<file path="config.mk">
export PLATFORM = sky130hd
export DESIGN_NAME = uart_config_framer
export DESIGN_NICKNAME = d
export VERILOG_FILES = /design/src/rtl/uart_cfg_pkg.sv /design/src/rtl/uart_config_framer.sv
export SDC_FILE = /design/constraint.sdc
export NUM_CORES = 1
export LEC_CHECK = 0
export ABC_AREA = 1
export CORE_ASPECT_RATIO = 2
export CORE_UTILIZATION = 54
export CTS_BUF_LIST = sky130_fd_sc_hd__clkbuf_8
export DETAILED_ROUTE_END_ITERATION = 8
export PLACE_DENSITY_LB_ADDON = 0.1
export SYNTH_ARGS = -nofsm -noshare
export SYNTH_HDL_FRONTEND = slang
export SYNTH_SLANG_ARGS = --single-unit
</file>
<file path="constraint.sdc">
create_clock -name clk -period 1.9 [get_ports clk]
set_input_delay 0.475 -clock clk [delete_from_list [all_inputs] [get_ports clk]]
set_output_delay 0.475 -clock clk [all_outputs]
set_load 0.01 [all_outputs]
</file>
<file path="src/rtl/uart_cfg_pkg.sv">
// Shared definitions for the UART config frame: header bytes, frame length,
// parity and stop codes, and the framer state encoding.
package uart_cfg_pkg;

   localparam logic [7:0] HDR0      = 8'hEE;
   localparam logic [7:0] HDR1      = 8'hDD;
   localparam logic [7:0] HDR2      = 8'hCC;
   localparam int         FRAME_LEN = 9;

   localparam logic [7:0] PAR_ODD   = 8'h00;
   localparam logic [7:0] PAR_EVEN  = 8'h01;

   typedef enum logic [1:0] {
      IDLE,
      SEND,
      GAP,
      DONE
   } state_t;

   // The stop field counts down while the wire code counts up.
   function automatic logic [7:0] stop_code(input logic [1:0] field);
      logic [7:0] code;
      case (field)
         2'b11:   code = 8'h01;
         2'b10:   code = 8'h02;
         2'b01:   code = 8'h03;
         default: code = 8'h04;
      endcase
      return code;
   endfunction

endpackage

</file>
<file path="src/rtl/uart_config_framer.sv">
// Serializes a parity/stop/interval configuration into the 9-byte config frame
// on a valid/ready byte stream, with optional idle cycles between bytes.
module uart_config_framer
   import uart_cfg_pkg::*;
#(
   parameter int GAP_CYCLES = 0,
   parameter int GAP_W      = 16
) (
   input  logic        clk,
   input  logic        rst,
   input  logic        start,
   input  logic        parity_in,
   input  logic [1:0]  stopbit_in,
   input  logic [31:0] interval_in,
   output logic [7:0]  dout,
   output logic        dout_valid,
   input  logic        dout_ready,
   output logic        busy,
   output logic        done
);

   localparam logic [3:0]       LAST_IDX = 4'(FRAME_LEN - 1);
   localparam logic [GAP_W-1:0] GAP_LOAD = GAP_W'(GAP_CYCLES);

   state_t            state, state_next;
   logic [3:0]        idx;
   logic [GAP_W-1:0]  gap_cnt;
   logic              parity_q;
   logic [1:0]        stop_q;
   logic [31:0]       interval_q;

   logic              capture;
   logic              advance;
   logic              load_gap;

   always_comb begin
      // NOTE: every output of this block gets a default first so no path leaves
      // a signal unassigned, which would otherwise infer a latch.
      state_next = state;
      dout_valid = 1'b0;
      busy       = 1'b0;
      done       = 1'b0;
      capture    = 1'b0;
      advance    = 1'b0;
      load_gap   = 1'b0;
      case (state)
         IDLE: begin
            if (start) begin
               capture    = 1'b1;
               state_next = SEND;
            end
         end
         SEND: begin
            dout_valid = 1'b1;
            busy       = 1'b1;
            if (dout_ready) begin
               if (idx == LAST_IDX) begin
                  state_next = DONE;
               end else begin
                  advance = 1'b1;
                  if (GAP_CYCLES > 0) begin
                     load_gap   = 1'b1;
                     state_next = GAP;
                  end
               end
            end
         end
         GAP: begin
            busy = 1'b1;
            if (gap_cnt == GAP_W'(1)) state_next = SEND;
         end
         DONE: begin
            done       = 1'b1;
            state_next = IDLE;
         end
         default: state_next = IDLE;
      endcase
   end

   // Byte-select mux; outside SEND the bus rests at zero.
   always_comb begin
      dout = 8'h00;
      if (state == SEND) begin
         case (idx)
            4'd0:    dout = HDR0;
            4'd1:    dout = HDR1;
            4'd2:    dout = HDR2;
            4'd3:    dout = parity_q ? PAR_EVEN : PAR_ODD;
            4'd4:    dout = stop_code(stop_q);
            4'd5:    dout = interval_q[31:24];
            4'd6:    dout = interval_q[23:16];
            4'd7:    dout = interval_q[15:8];
            4'd8:    dout = interval_q[7:0];
            default: dout = 8'h00;
         endcase
      end
   end

   always_ff @(posedge clk) begin
      // NOTE: state registers use non-blocking assignments so every flop samples
      // the pre-edge values, independent of statement order.
      if (rst) begin
         state      <= IDLE;
         idx        <= 4'd0;
         gap_cnt    <= '0;
         parity_q   <= 1'b0;
         stop_q     <= 2'b00;
         interval_q <= 32'h0;
      end else begin
         state <= state_next;
         if (capture) begin
            parity_q   <= parity_in;
            stop_q     <= stopbit_in;
            interval_q <= interval_in;
            idx        <= 4'd0;
         end else if (advance) begin
            idx <= idx + 4'd1;
         end
         if (load_gap) begin
            gap_cnt <= GAP_LOAD;
         end else if (state == GAP) begin
            gap_cnt <= gap_cnt - GAP_W'(1);
         end
      end
   end

endmodule

</file>
* Yosys cells after proc, flatten, opt, wreduce, memory -nomap -nowiden
Cells that the tools add are included.
** Cells by class
- Bitwise logic cells :: 0
- Magnitude comparators :: 0
- Eq/ne operators :: 19
- $add $sub $neg :: 2
- Multipliers :: 0
- Reduce and logical (&&, ||, !) cells :: 5
- Muxes and demuxes :: 17
- Shift operators :: 0
- Divide/modulo/power cells :: 0
** Operator list (count)
- case mux 8 bit (9 select lines) :: 1
- == test 16 x 1 -> 1 bit (second input constant) :: 1
- == test 4 x 3 -> 1 bit (second input constant) :: 4
- subtractor 16 x 1 -> 16 bit (second input constant) :: 1
- two-way mux 1 bit :: 9
- case mux 3 bit (3 select lines) :: 1
- == test 2 bit (second input constant) :: 4
- == test 4 x 2 -> 1 bit (second input constant) :: 2
- two-way mux 2 bit :: 4
- two-way mux 8 bit :: 1
- != test 2 bit (second input constant) :: 4
- case mux 2 bit (4 select lines) :: 1
- adder 4 x 1 -> 4 bit (second input constant) :: 1
- == test 2 x 1 -> 1 bit (second input constant) :: 2
- == test 4 x 1 -> 1 bit (second input constant) :: 1
- == test 4 bit (second input constant) :: 1
- logical NOT 4 bit :: 1
- AND reduction 4 bit :: 1
- OR reduction 2 bit :: 2
- logical NOT 2 bit :: 1
** Storage, ports and cells
- Input port bits :: 39
- Bits in writable memories :: 0
- Flip-flop bits (word level) :: 57
- Bits in latches :: 0
- Output and inout bits :: 11
- Logic and storage cells :: 49
- Memories kept :: 0
- Memory bits (read-only) :: 0

* Longest topological paths before layout
- Word-level depth :: 4
- Mapped depth :: 10
- Gate-level depth less buffers :: 10

* Worst setup path after synthesis
OpenSTA, ideal clock, no wires.
- Path kind :: reg-to-output
- Start :: register state[1]
- End :: output port dout[6]
- Required time :: 1.425 ns
- Stages on the path, launching flop included :: 5
- Path buffers :: 0
- Path slack :: 0.183 ns
- Arrival time :: 1.242 ns
- Cell sequence :: dfxtp_1 inv_1 ha_1 clkinv_1 a31oi_1
** On the way
- Word-level cells in the longest chain between the ends :: 2
** Ends and longest elaborated chain
- start, declared :: RTL line uart_config_framer.sv:25 : state_t state, state_next;
- start signal, assigned :: RTL line uart_config_framer.sv:110 : state <= state_next;
- == test 2 x 1 -> 1 bit :: RTL line uart_config_framer.sv:83 : if (state == SEND) begin
- two-way mux 8 bit :: RTL line uart_config_framer.sv:83
- end, declared :: RTL line uart_config_framer.sv:15 : output logic [7:0] dout,
No other way between the ends.

* Worst setup path in the final report
- Start :: register idx[1]
- End :: output port dout[0]
** On the way
- Word-level cells in the longest chain between the ends :: 3
- Elaborated cells between the ends (all ways) :: 11
- Those cells by class :: eq/ne: 8; mux: 2; reduce/logical: 1
** Ends and longest elaborated chain
- start, declared :: RTL line uart_config_framer.sv:26 : logic [3:0] idx;
- start signal, assigned :: RTL line uart_config_framer.sv:117 : idx <= idx + 4'd1;
- == test 4 bit (tied with other cells) :: RTL line uart_config_framer.sv:84 : case (idx)
- case mux 8 bit (9 select lines) (*) :: RTL line uart_config_framer.sv:84
- two-way mux 8 bit (*) :: RTL line uart_config_framer.sv:83
Mark *: on every way between the ends. The rest lies on a longest branch, timed or not.

==> impl_metrics.py <==
metrics = {
    "run_status": {
        "status": "finished with violations",
        "violations": "setup timing",
    },
    "yosys": {
        "synth_nets": 455,
        "synth_most_common_cell": "nor2_1",
        "synth_warnings": 0,
        "netlist_instances": 402,
        "yosysSeqAreaShare_pct": 40.28,
        "synth_flop_cell": "dfxtp_1",
        "syn_area_per_cell_um2": 7.047,
        "synth_area_leaders": "dfxtp_1 40%, nor2_1 11%, o21ai_0 9.0%",
        "async_reset_ff_share_pct": 0,
        "synth_seq_cells": 57,
        "yosys.area.top_type": "dfxtp_1",
        "netlist_area_um2": 2833,
        "ys_top_cells_by_count": "85 x nor2_1, 63 x nand2_1, 57 x dfxtp_1",
        "synth_top_area_share_pct": 40.28,
        "synth_edf_count": 0,
        "ys_types": 26,
    },
    "finish": {
        "drive_above_1_share_pct": 23.17,
        "syn2layout_area_growth_pct": 39.75,
        "multi_input_area_um2": 1623,
        "finish.instance_area_um2": 3959,
        "n_antenna_cell": 0,
        "nNetsFinal": 541,
        "final-instance-count-excl-fill": 550,
        "fillers": 411,
        "final_util_pct": 77.74,
        "regArea_um2": 1151,
    },
    "pwr": {
        "ir_drop_v": 0.001253,
        "pwr_density_cell_nw_per_um2": 1342,
        "p_leak_nw": 1.718,
    },
    "place": {
        "dp.cells": 524,
        "routabilityCongestion": 0.9516,
        "io_buffers": 49,
        "postPlaceCellArea_um2": 3563,
        "preCtsSetupSlack_ns": -0.4525,
        "dp_hpwl_um": 5880,
    },
    "timing": {
        "fin_worst_skew_ns": 0.005413,
        "fin_ws_ns": -0.2798,
        "final-hold-violation-count": 0,
        "fin_crit_sh_pct": 114.7,
        "worstMarginPinSlew_ns": 0.2891,
        "relSlewSlack_pct": 80.61,
        "report.final.slew_viol_count": 0,
        "setup-violations-final": 8,
        "holdWs_ns": 0.4514,
        "period_needed_ns": 2.180,
        "max_freq_mhz": 458.8,
        "rsz0062_at_grt": "true",
    },
    "clock_network": {
        "htree_num_levels": 3,
        "cts_root_buf": "clkbuf_8",
        "clock_sinks": 57,
        "cts_hold_buffers": 0,
        "numCtsBuffers": 9,
        "cts_tree": "yes",
        "clk_latency_ns": 0.33,
        "path_clk_slew_ns": 0.06,
        "cts.path.max_buffers": 2,
    },
    "global_routing": {
        "antenna_found_initial": 0,
        "grt_pass1_wl_um": 12590,
        "grt_overflow": 0,
        "grt_pass1_vias": 2871,
        "grt_max_degree": 39,
        "grt_use_total_pct": 30.99,
    },
    "route": {
        "wl_per_cell_um": 14.25,
        "drc": 0,
        "routed-via-count": 2873,
        "postRouteAntennaNets": 0,
        "vias_per_cell": 5.224,
        "first_pass_iters": 4,
        "drt_iter0_markers": 60,
        "totalWireLength_um": 7839,
    },
    "floorplanning": {
        "die_area_um2": 5557,
        "core-area_um2": 5092,
        "placementRows": 37,
        "num_io_pins": 50,
        "die_w_um": 53.22,
        "die_h_um": 104.4,
        "initial_core_util_pct": 55.63,
    },
    "critical_path": {
        "end_kind": "primary output",
        "worstPathArrival_ns": 1.70,
        "crit_type": "reg2out",
        "required_ns": 1.42,
        "worstPathMaxFanout": 6,
        "start_kind": "flop",
    },
    "flow_run": {
        "maxCapViolations": 0,
    },
    "hold_path": {
        "hp-class": "reg2reg",
    },
}
[worst max-delay path, stage by stage, from the launching register on]
cell and delay (ns):
dfxtp_4 0.39, inv_4 0.06, ha_4 0.17, nand3_4 0.09
inv_4 0.06, buf_6 0.12, nand2_2 0.05, nand2_1 0.08
nor2_1 0.15, a21oi_1 0.08, buf_2 0.14
[final timing paths]
check	startpoint	to	slack, ns	cells after the start
min	interval_q[2]$_SDFFE_PP0P_	interval_q[2]$_SDFFE_PP0P_	0.45	2
max reg2reg	state[0]$_SDFFE_PP0P_	gap_cnt[5]$_SDFFE_PP0N_	0.26	8
max	idx[1]$_SDFFE_PP0P_	dout[0]	-0.28	10
min reg2reg	interval_q[2]$_SDFFE_PP0P_	interval_q[2]$_SDFFE_PP0P_	0.45	2
[kinds of logic after synthesis]
group | count (synthesis) | synth area share [%]
AOI/OAI and AO/OA | 88 | 15.81
buffers and inverters | 52 | 6.978
adders and majority gates | 14 | 6.184
DFF | 57 | 40.28
xor gates and xnor gates | 2 | 0.6185
and+or+nand+nor | 189 | 30.12
[registers in the layout (all words and copies together) (netlist names)]
register and count:
gap_cnt 16, stop_q 2, state 2, interval_q 32
parity_q 1, idx 4
[power by group]
part	total [mW]	switching (mW)	internal, mW
Combinational	2.36	1.41	0.948
Sequential	1.83	0.270	1.56
Clock	1.13	0.465	0.660
[placed cells by master, fill, tap and decap left out, types with 2 or more instances in the layout]
cell / Yosys / routed
dlygate4sd2_1: 0 / 2
nand2_1: 63 / 52
nand3_4: 3 / 5
nor2_4: 5 / 5
clkinv_2: 0 / 2
xor2_1: 2 / 2
inv_4: 0 / 4
nand3_1: 16 / 13
a21oi_2: 1 / 2
ha_4: 0 / 3
buf_6: 0 / 3
nand4_1: 4 / 4
nand2_2: 1 / 11
buf_2: 2 / 8
nor2_2: 4 / 6
nor3_2: 0 / 2
buf_4: 0 / 34
o21ai_2: 0 / 2
clkbuf_8: 0 / 11
dfxtp_1: 57 / 53
a21oi_1: 33 / 32
dfxtp_4: 0 / 2
nand3_2: 2 / 3
nor2_1: 85 / 83
dfxtp_2: 0 / 2
ha_1: 14 / 10
nor3_1: 4 / 2
o21ai_0: 51 / 48
o22ai_1: 2 / 2
clkdlybuf4s50_1: 0 / 38
inv_2: 5 / 4
inv_1: 34 / 32
[through the flow]
stage / power [mW] / TNS [ns]
after floorplan: 3.307 / 0
after global placement: 4.134 / -3.147
after detailed placement: 4.216 / -3.075
after CTS: 5.299 / -1.735
after global routing: 5.733 / -2.615
final: 5.314 / -1.955
[layer usage]
| metal | vias up | part of all wire, % | global-route usage (%) | routed length, µm |
|---|---|---|---|---|
| li1 | 1466 | - | - | - |
| met1 | 1319 | 36 | 29.06 | 2805 |
| met4 | 0 | 3.9 | 15.60 | 307 |
| met3 | 26 | 2.4 | 5.556 | 186 |
| met5 | - | 0 | 0 | 0 |
| met2 | 62 | 58 | 58.21 | 4540 |
[cell type report]
type / instances / share of cell area [%]
tap: 58 / 1.833
clock inverter: 4 / 1.106
timing repair buffer: 87 / 19.12
clock buffer: 11 / 3.824
multi-input combinational: 293 / 40.99
inverter: 40 / 4.046
sequential: 57 / 29.08
[timing repair]
item / 4_1_cts / 5_1_grt
buffers inserted: 6 / 5
setup endpoints to repair: 11 / 9
pin swaps: 11 / 15
gates resized for setup: 69 / 17
cloned: 0 / 0
Power figures use the tool's default switching activity.
